===== src/rtl/ps2_pkg.sv =====
// Shared types and constants for the PS/2 scan-code receiver.
package ps2_pkg;

  typedef enum logic [1:0] {
    IDLE   = 2'd0,
    DATA   = 2'd1,
    PARITY = 2'd2,
    STOP   = 2'd3
  } ps2_state_t;

  localparam logic [7:0] PS2_EXT   = 8'hE0;
  localparam logic [7:0] PS2_BRK   = 8'hF0;
  localparam logic [7:0] PS2_PAUSE = 8'hE1;

  localparam int PS2_FRAME_LEN = 11;

  // Odd parity holds when the data byte plus parity bit carry an odd ones-count.
  function automatic logic parity_ok(input logic [7:0] data, input logic par);
    return ^{data, par};
  endfunction

endpackage


===== src/rtl/ps2_clk_filter.sv =====
// Synchronises the PS/2 pins, debounces ps2_clk and flags filtered falling edges.
module ps2_clk_filter #(
  parameter int SYNC_STAGES = 2,
  parameter int FILTER_LEN  = 4
) (
  input  logic clk,
  input  logic rst_n,
  input  logic ps2_clk,
  input  logic ps2_data,
  output logic clk_fall,
  output logic data_sync
);

  localparam int CW = $clog2(FILTER_LEN + 1);

  logic [SYNC_STAGES-1:0] clk_sr;
  logic [SYNC_STAGES-1:0] data_sr;
  logic [CW-1:0]          cnt;
  logic                   filt;

  // The filtered level flips on the FILTER_LEN-th consecutive differing sample.
  always_ff @(posedge clk or negedge rst_n) begin
    if (!rst_n) begin
      clk_sr   <= '1;
      data_sr  <= '1;
      cnt      <= '0;
      filt     <= 1'b1;
      clk_fall <= 1'b0;
    end else begin
      clk_sr   <= {clk_sr[SYNC_STAGES-2:0], ps2_clk};
      data_sr  <= {data_sr[SYNC_STAGES-2:0], ps2_data};
      clk_fall <= 1'b0;
      if (clk_sr[SYNC_STAGES-1] == filt) begin
        cnt <= '0;
      end else if (cnt == CW'(FILTER_LEN - 1)) begin
        filt     <= clk_sr[SYNC_STAGES-1];
        cnt      <= '0;
        clk_fall <= filt;
      end else begin
        cnt <= cnt + 1'b1;
      end
    end
  end

  assign data_sync = data_sr[SYNC_STAGES-1];

endmodule


===== src/rtl/ps2_scancode_rx.sv =====
// PS/2 device-to-host receiver folding E0/F0 prefixes into flags.
// Optional frame timeout is built when PS2_TIMEOUT_EN is defined.
module ps2_scancode_rx
  import ps2_pkg::*;
#(
  parameter int SYNC_STAGES    = 2,
  parameter int FILTER_LEN     = 4,
  parameter int TIMEOUT_CYCLES = 50000
) (
  input  logic       clk,
  input  logic       rst_n,
  input  logic       ps2_clk,
  input  logic       ps2_data,
  output logic       code_valid,
  output logic [7:0] scan_code,
  output logic       extended,
  output logic       break_code,
  output logic       parity_err,
  output logic       frame_err
);

  logic       clk_fall;
  logic       data_sync;
  ps2_state_t state;
  logic [2:0] bit_cnt;
  logic [7:0] shreg;
  logic       par_bit;
  logic       ext_pending;
  logic       brk_pending;
  logic       timeout;

  ps2_clk_filter #(
    .SYNC_STAGES(SYNC_STAGES),
    .FILTER_LEN (FILTER_LEN)
  ) u_filter (
    .clk      (clk),
    .rst_n    (rst_n),
    .ps2_clk  (ps2_clk),
    .ps2_data (ps2_data),
    .clk_fall (clk_fall),
    .data_sync(data_sync)
  );

`ifdef PS2_TIMEOUT_EN
  localparam int TW = $clog2(TIMEOUT_CYCLES + 1);
  logic [TW-1:0] to_cnt;

  always_ff @(posedge clk or negedge rst_n) begin
    if (!rst_n) begin
      to_cnt <= '0;
    end else if (state == IDLE || clk_fall || timeout) begin
      to_cnt <= '0;
    end else begin
      to_cnt <= to_cnt + 1'b1;
    end
  end

  assign timeout = (state != IDLE) && !clk_fall && (to_cnt == TW'(TIMEOUT_CYCLES - 1));
`else
  assign timeout = 1'b0;
`endif

  always_ff @(posedge clk or negedge rst_n) begin
    if (!rst_n) begin
      state       <= IDLE;
      bit_cnt     <= '0;
      shreg       <= '0;
      par_bit     <= 1'b0;
      ext_pending <= 1'b0;
      brk_pending <= 1'b0;
      code_valid  <= 1'b0;
      scan_code   <= '0;
      extended    <= 1'b0;
      break_code  <= 1'b0;
      parity_err  <= 1'b0;
      frame_err   <= 1'b0;
    end else begin
      code_valid <= 1'b0;
      parity_err <= 1'b0;
      frame_err  <= 1'b0;
      if (clk_fall) begin
        unique case (state)
          IDLE: begin
            if (!data_sync) begin
              state   <= DATA;
              bit_cnt <= '0;
            end
          end
          DATA: begin
            shreg <= {data_sync, shreg[7:1]};
            if (bit_cnt == 3'd7) begin
              state <= PARITY;
            end else begin
              bit_cnt <= bit_cnt + 1'b1;
            end
          end
          PARITY: begin
            par_bit <= data_sync;
            state   <= STOP;
          end
          STOP: begin
            state <= IDLE;
            if (!data_sync || !parity_ok(shreg, par_bit)) begin
              parity_err  <= !parity_ok(shreg, par_bit);
              frame_err   <= !data_sync;
              ext_pending <= 1'b0;
              brk_pending <= 1'b0;
            end else if (shreg == PS2_EXT) begin
              ext_pending <= 1'b1;
            end else if (shreg == PS2_BRK) begin
              brk_pending <= 1'b1;
            end else if (shreg == PS2_PAUSE) begin
              ext_pending <= 1'b0;
              brk_pending <= 1'b0;
            end else begin
              code_valid  <= 1'b1;
              scan_code   <= shreg;
              extended    <= ext_pending;
              break_code  <= brk_pending;
              ext_pending <= 1'b0;
              brk_pending <= 1'b0;
            end
          end
          default: state <= IDLE;
        endcase
      end else if (timeout) begin
        state       <= IDLE;
        frame_err   <= 1'b1;
        ext_pending <= 1'b0;
        brk_pending <= 1'b0;
      end
    end
  end

endmodule

===== config.mk =====
export PLATFORM = sky130hd
export DESIGN_NAME = ps2_scancode_rx
export DESIGN_NICKNAME = d
export VERILOG_FILES = /design/src/rtl/ps2_pkg.sv /design/src/rtl/ps2_clk_filter.sv /design/src/rtl/ps2_scancode_rx.sv
export SDC_FILE = /design/constraint.sdc
export NUM_CORES = 1
export LEC_CHECK = 0
export ABC_AREA = 1
export CELL_PAD_IN_SITES_DETAIL_PLACEMENT = 1
export CELL_PAD_IN_SITES_GLOBAL_PLACEMENT = 2
export CORE_ASPECT_RATIO = 1.75
export CORE_UTILIZATION = 25
export CTS_CLUSTER_SIZE = 28
export DETAILED_ROUTE_END_ITERATION = 10
export GPL_TIMING_DRIVEN = 1
export HOLD_SLACK_MARGIN = 0.02
export PLACE_DENSITY_LB_ADDON = 0.1
export SYNTH_ARGS = -nofsm -noshare
export SYNTH_HDL_FRONTEND = slang
export SYNTH_HIERARCHICAL = 1
export SYNTH_SLANG_ARGS = --single-unit
export TNS_END_PERCENT = 10

===== constraint.sdc =====
create_clock -name clk -period 1.9 [get_ports clk]
set_input_delay 0.57 -clock clk [delete_from_list [all_inputs] [get_ports clk]]
set_output_delay 0.57 -clock clk [all_outputs]
set_load 0.02 [all_outputs]

Word level (Yosys, flattened, before mapping)
Cells that the tools add are included.

operators by class
  $add $sub $neg = 2
  equal/unequal tests = 14
  multiplexer cells = 28
  bitwise logic cells = 5
  reduce and logical (&&, ||, !) cells = 14

operators with widths
  cell                                                             number
  8-bit == test, second input constant                             3
  1-bit two-way mux                                                20
  3-bit two-way mux                                                4
  3-bit AND reduction                                              3
  9-bit parity                                                     1
  2-bit inequality test, second input constant                     4
  2-bit case mux with 4 select lines                               1
  3-bit by 1-bit adder with 3-bit output, second input constant    2
  3-bit case mux with 2 select lines                               1
  2-bit AND reduction                                              3
  6-bit AND reduction                                              1
  1-bit NOT                                                        5
  2-bit == test, second input constant                             2
  2-bit two-way mux                                                2
  4-bit AND reduction                                              1
  3-bit by 2-bit == test with 1-bit output, second input constant  1
  3-bit == test, second input constant                             1
  3-bit inequality test, second input constant                     1
  2-bit by 1-bit == test with 1-bit output, second input constant  1
  1-bit logical NOT                                                2
  2-bit logical NOT                                                1
  2-bit nonzero test                                               1
  1-bit == test                                                    1
  1-bit logical OR                                                 1

word-level totals
  register bits = 38
  output and inout port bits = 13

Depth between registers and ports, before layout
  depth after elaboration = 7
  depth in mapped cells = 16
  mapped depth without buffers = 14

Cells and area by module
The synthesis kept the hierarchy.

modules (own cells, without submodules)
  module           instances  cells each  area an instance (um^2)  sequential area each (um^2)
  ps2_scancode_rx  1          210         1575.3                   725.7
  ps2_clk_filter   1          29          322.8                    231.5

Least setup slack after synthesis
No wires, ideal clock.

  path type = reg2reg
  start point = register shreg[6]
  end point = register break_code
  library setup time = 0.117 ns
  arrival time = 1.454 ns
  data required time = 1.783 ns
  slack = 0.329 ns
  stages on the path, launching flop included = 17
  buffers on the path = 2
  period minus slack after synthesis = 1.571 ns
  cells stage by stage = dfrtp_1 buf_2 nand2_1 inv_1 nor2_1 nand2_1 nand2_1 nand2_1 nand2_1 nand2_1 nand2_2 nand2_2 nor2_4 nand2_2 buf_6 nand2_1 nand2_1

on the way
  longest elaborated chain between the ends = 5

ends and longest elaborated chain
  element                                 RTL line                RTL
  start, declared                         ps2_scancode_rx.sv:26   logic [7:0] shreg;
  start signal, assigned                  ps2_scancode_rx.sv:90   shreg <= {data_sync, shreg[7:1]};
  9-bit parity                            ps2_pkg.sv:19           return ^{data, par};
  1-bit logical NOT                       ps2_scancode_rx.sv:103  if (!data_sync || !parity_ok(shreg, par_bit)) begin
  1-bit logical OR                        ps2_scancode_rx.sv:103
  1-bit NOT (no source line)              n/a
  6-bit AND reduction (no source line) *  n/a
  end signal, assigned                    ps2_scancode_rx.sv:119  break_code <= brk_pending;
  end, declared                           ps2_scancode_rx.sv:17   output logic break_code,

Mark *: on every way between the ends. The rest lies on a longest branch, timed or not.
A chain may end at the register's enable or synchronous reset.

Worst setup path after layout
  start point = register scan_code[0]
  end point = output port scan_code[0]

RTL lines
  element                 RTL line                RTL
  start, declared         ps2_scancode_rx.sv:15   output logic [7:0] scan_code,
  start signal, assigned  ps2_scancode_rx.sv:117  scan_code <= shreg;

No word-level cell between the ends.

==> reports/metrics.csv <==
metric,value,unit
setup_violations,0,
clock_latency,0.28,ns
initial_utilization,26.1,%
fmax,548,MHz
drt_pass1_iterations,4,
min_period,1.82,ns
vias,1606,
drtAntennaViolNets,0,
fp.coreArea,7280,µm²
power.total,2030,µW
grtUsageTotal,14.3,%
cts-root-buf,clkbuf_16,
wirelength,4920,µm
crit_type,reg2out,
numCtsBuffers,5,
path_max_fanout,2,
synth_seq_area_share,50.4,%
path_clk_slew,0.06,ns
rr_startpoint,shreg[6],
h-tree-depth,2,
final_common_cell,nand2_1,
wl_per_cell,13.6,µm
startpoint,scan_code[0],
ir_drop,0.000545,V
maxCapViolCount,0,
final_cell_mix,"81 x nand2_1, 26 x dfrtp_1, 25 x inv_1, 18 x buf_4, 16 x nor2_1",
diodes,0,
gr-total-overflow,0,
start_kind,flip-flop,
synth-seq-cells,38,
syn_area,1900,µm²
hold_buffers,0,
syn_area_per_cell,7.94,µm²
die_h,117,µm
die_w,67.9,µm
syn_inst,239,
area_delta_synth_final,29.7,%
drt_iter0_markers,53,
clk_path_buf_depth,2,
powerDensity,823,nW/µm²
finalCoreUtilization,33.8,%
period_share,96.0,%
vias_per_cell,4.45,
crit_required,1.33,ns
cpPeakStageDelay,0.61,ns
place_hpwl,3750,µm
drv_slew,0,
crit_family,buffers and inverters,
place_congestion,0.675,
synth-warning-count,6,
cts_sinks,38,
grt_pass1_vias,1672,
final_cells,361,
crit_chain,clkdlybuf4s50_1,
cts_tree,yes,
worstPathArrival,1.25,ns
grt_max_degree,25,
crit_slowest_cell,clkdlybuf4s50_1,
relSlewSlack,66.9,%
synthesis.nets,250,
hold_viol,0,
dieArea,7960,µm²
io_pins,17,
outcome,finished clean,
finalSetupTns,0,ns
yosys.cell_types.count,23,
final.fill_count,875,
port_buffers,16,
rows,41,
drc,0,
worstHoldPathType,in2async,
multi_input_area,796,µm²
static-leakage-power,0.00130,µW
crit_buf_inv,1,
skew,0.00639,ns
placed_cells_incl_taps,346,
grt_pass1_wl,8080,µm
layout-drive-gt1-share,23.3,%
rsz0062_at_grt,yes,
antenna_found_initial,0,
tightest_slew,0.496,ns
fin_hold_ws,0.212,ns
final_nets,285,
regArea,966,µm²
cp-end-kind,primary output,
[final timing paths]
kind / endpoint / slack (ns) / depth (start not counted)
max: scan_code[0] / 0.08 / 1
min: shreg[2] / 0.21 / 1
max reg2reg: scan_code[1] / 0.13 / 14
min reg2reg: u_filter/clk_sr[1] / 0.35 / 0
max in group asynchronous: u_filter/filt / 1.13 / 2
min in group clk: u_filter/clk_sr[1] / 0.35 / 0
[layer usage]
metal  vias up  track usage [%]  share of wire, %
met4         0             5.83               1.7
met2        14             27.1                58
met3         6             3.00               2.0
met1       781             14.7                38
li1        805                -                 -
met5         -                0                 0
[state kept, by name, summed over array words and instances, names as in the netlist, 2 cells and up]
register,flops
bit_cnt,3
state,2
u_filter/cnt,3
shreg,8
scan_code,8
u_filter/clk_sr,2
u_filter/data_sr,2
[power by group]
part | switching (µW) | leakage, µW | total (µW) | internal [µW]
Clock | 340 | 0.0000729 | 860 | 520
Sequential | 38.6 | 0.000499 | 910 | 871
Combinational | 159 | 0.000727 | 256 | 96.9
Total | 538 | 0.00130 | 2030 | 1490
[stage by stage]
step                area [µm²]  setup WS [ns]
finish                    2460         0.0752
global route              2460        -0.0301
CTS                       2370         0.0302
detailed placement        2220       -0.00616
global placement          2220        0.00589
floorplan                 1900          0.329
[cell usage after synthesis]
cell      number  area (µm²)
nand2_1       86         323
dfrtp_1       33         826
inv_1         25        93.8
nor2_1        19        71.3
nand3_1       15        75.1
o21ai_0       13        65.1
ha_1           7        87.6
inv_2          7        26.3
dfstp_2        5         131
nand2_2        5        31.3
buf_2          4        20.0
nand4_1        4        25.0
buf_6          3        33.8
a21oi_1        2        10.0
a32o_1         2        20.0
clkbuf_1       2        7.51
a31oi_1        1        6.26
nor2_2         1        6.26
nor2_4         1        11.3
nor3_1         1        5.00
nor4_1         1        6.26
o31ai_1        1        7.51
xnor2_1        1        8.76
[logic make-up after synthesis]
| logic type | Yosys count | synth area share [%] |
|---|---|---|
| simple gates | 133 | 29.2 |
| xor+xnor | 1 | 0.462 |
| flops | 38 | 50.4 |
| buf+inv | 41 | 9.56 |
| fa+ha+maj | 7 | 4.61 |
| compound gates | 19 | 5.74 |
[what timing repair did]
| item | 4_1_cts | 5_1_grt |
|---|---|---|
| endpoints found under the setup margin | 10 | 11 |
| gates resized for setup | 1 | 17 |
| cloned | 0 | 1 |
| pin swaps | 0 | 8 |
| setup buffers | 0 | 6 |
[area by class of cell]
cell class                 instances  share of cell area [%]
sequential                        38                    39.2
multi-input combinational        161                    32.3
timing repair buffer              36                    13.1
clock buffer                       6                    5.64
inverter                          32                    4.88
tap                               86                    4.37
clock inverter                     2                   0.508
(Power assumes the default switching activity.)
==> edit: new RTL, config.mk and constraints unchanged <==
Build with the macro `PS2_TIMEOUT_EN` defined.
--- a/src/rtl/ps2_scancode_rx.sv
+++ b/src/rtl/ps2_scancode_rx.sv
@@ -1,5 +1,7 @@
 // PS/2 device-to-host receiver folding E0/F0 prefixes into flags.
 // Optional frame timeout is built when PS2_TIMEOUT_EN is defined.
+`define PS2_TIMEOUT_EN
+
 module ps2_scancode_rx
   import ps2_pkg::*;
 #(
Function: same outputs for any inputs over 10 cycles, from zero or initial values and one cycle with rst_n low; that may be too few to reach the edited logic, so the function may still have changed.
==> edit against the original RTL <==
  * Final area is 34% higher
  * Synthesized cell count rose by 35%
  * Die area increased by 40%
  * Clock power increased by 5.8%
  * Area after synthesis up 41%
  * First-iteration DRC count increased by 5.7%
  * Fmax decreased by 0.98%
  * Setup slack worse by 18 ps
  * Hold slack better by 12 ps
  * Via count increased by 36%
  * Sequential cell count is 16 higher
  * Non-clock buffer count is 6 lower
  * Routed wire length increased by 38%
  * Total power grew 27%
  * Critical path type unchanged
  * Largest cell class unchanged
==> edit: results (changes against the original RTL) <==
Parameter                              Value

Layout
  Layout multi-input combinational cell count    222 (+38%)
  Largest registers    to_cnt (16), scan_code (8), shreg (8)
  Inverters    43 (+34%)
  Total non-filler cell area in the finished layout    0.003292 mm2 (+34%)
  Signal buffers    30 (-17%)
  Flip-flop and latch count    54 (+42%)
  Share of layout cells above drive strength 1    0.1653 (-0.06746)
  Area of combinational cells with multiple inputs    0.001192 mm2 (+50%)
  Clk_buf instances    8 (+2)
  Fillers    1242 (+42%)
  Fraction of area in clock buffers and inverters    0.04143 (-0.02005)
  Data buffer area share    0.08666 (-0.04393)
  Register fraction of the total cell area    0.4124 (+0.02011)

Die
  Well tap count    127 (+48%)

Worst setup path
  Critical path launch point    scan_code[7]$_DFFE_PN0P_
  Flop2flop setup slack    160 ps (+30 ps)
  Depth of the worst register-to-register path    8 (-6)
  Worst R2R Start    shreg[3]$_DFFE_PN0P_
  Worst setup path end    scan_code[7]
  Critical Path AT    1270 ps (+20 ps)

Place
  Instance count after placement with tap cells included    476 (+38%)
  Final weighted congestion in routability-driven placement    0.7080 (+4.9%)
  DP Wirelength    5326 um (+42%)
  Post-place setup slack    1.527 ps (+7.687 ps)

Power
  Cell Int Power    1.856 mW (+25%)
  Static power due to leakage    1.544 nW (+19%)
  Maximum vdd ir drop    0.4316 mV (-21%)

Logic synthesis
  Fraction of the mapped netlist area in adder cells    0.03751 (-0.008638)
  Compound-Gate Fraction of Synth Area    0.07361 (+0.01626)
  Sequential area share after synthesis    0.5087 (+0.004388)
  Net Count, Synth    335 (+34%)
  XOR/XNOR Fraction of Synth Area    0.009845 (+0.005231)
  Post-synth cell types    31 (+35%)

Detailed routing
  Vias per cell    4.514 (+1.5%)
  Aggregate routed wire length    6791 um (+38%)
  Post-detailed-route wirelength per cell    14.03 um (+2.9%)

GRT
  Overall Global Routing Usage    0.1417 (-0.001743)
  Vias in the first global route    2426 (+45%)
  Wire length of the first global-routing pass    11920 um (+48%)

Timing
  Worst setup skew after layout    3.094 ps (-3.295 ps)
  Worst-margin pin slew    529.7 ps (+34.14 ps)
  Smallest hold slack    223.5 ps (+11.66 ps)

Run status
  Run status    complete, no violations

Clocking
  Post-CTS Resized    1 (unchanged)
  Max H-tree Level    2 (unchanged)
## edit: cell count changes after synthesis, moves of 8 or more
| cell | before | now |
|---|---|---|
| dfrtp_1 | 33 | 49 |
| inv_1 | 25 | 39 |
| nand2_1 | 86 | 99 |
| nor2_1 | 19 | 30 |
| nor3_1 | 1 | 11 |
| o21ai_2 | 0 | 8 |
## edit: metal layers
layer | vias up | GRT usage | share of wire
met5 | - | 0 | 0
met4 | 0 | 0.05075 | 0.017
met3 | 5 | 0.02039 | 0.018
met2 | 22 | 0.2794 | 0.59
met1 | 1066 | 0.1437 | 0.37
li1 | 1092 | - | -
## edit: power groups by stage
stage / registers (mW) / clock network, mW / logic, mW
floorplan: 1.28 / 0 / 0.254
finish: 1.27 / 0.910 / 0.403
global placement: 1.29 / 0 / 0.419
detailed placement: 1.29 / 0 / 0.413
global route: 1.28 / 1.00 / 0.484
CTS: 1.27 / 0.962 / 0.416
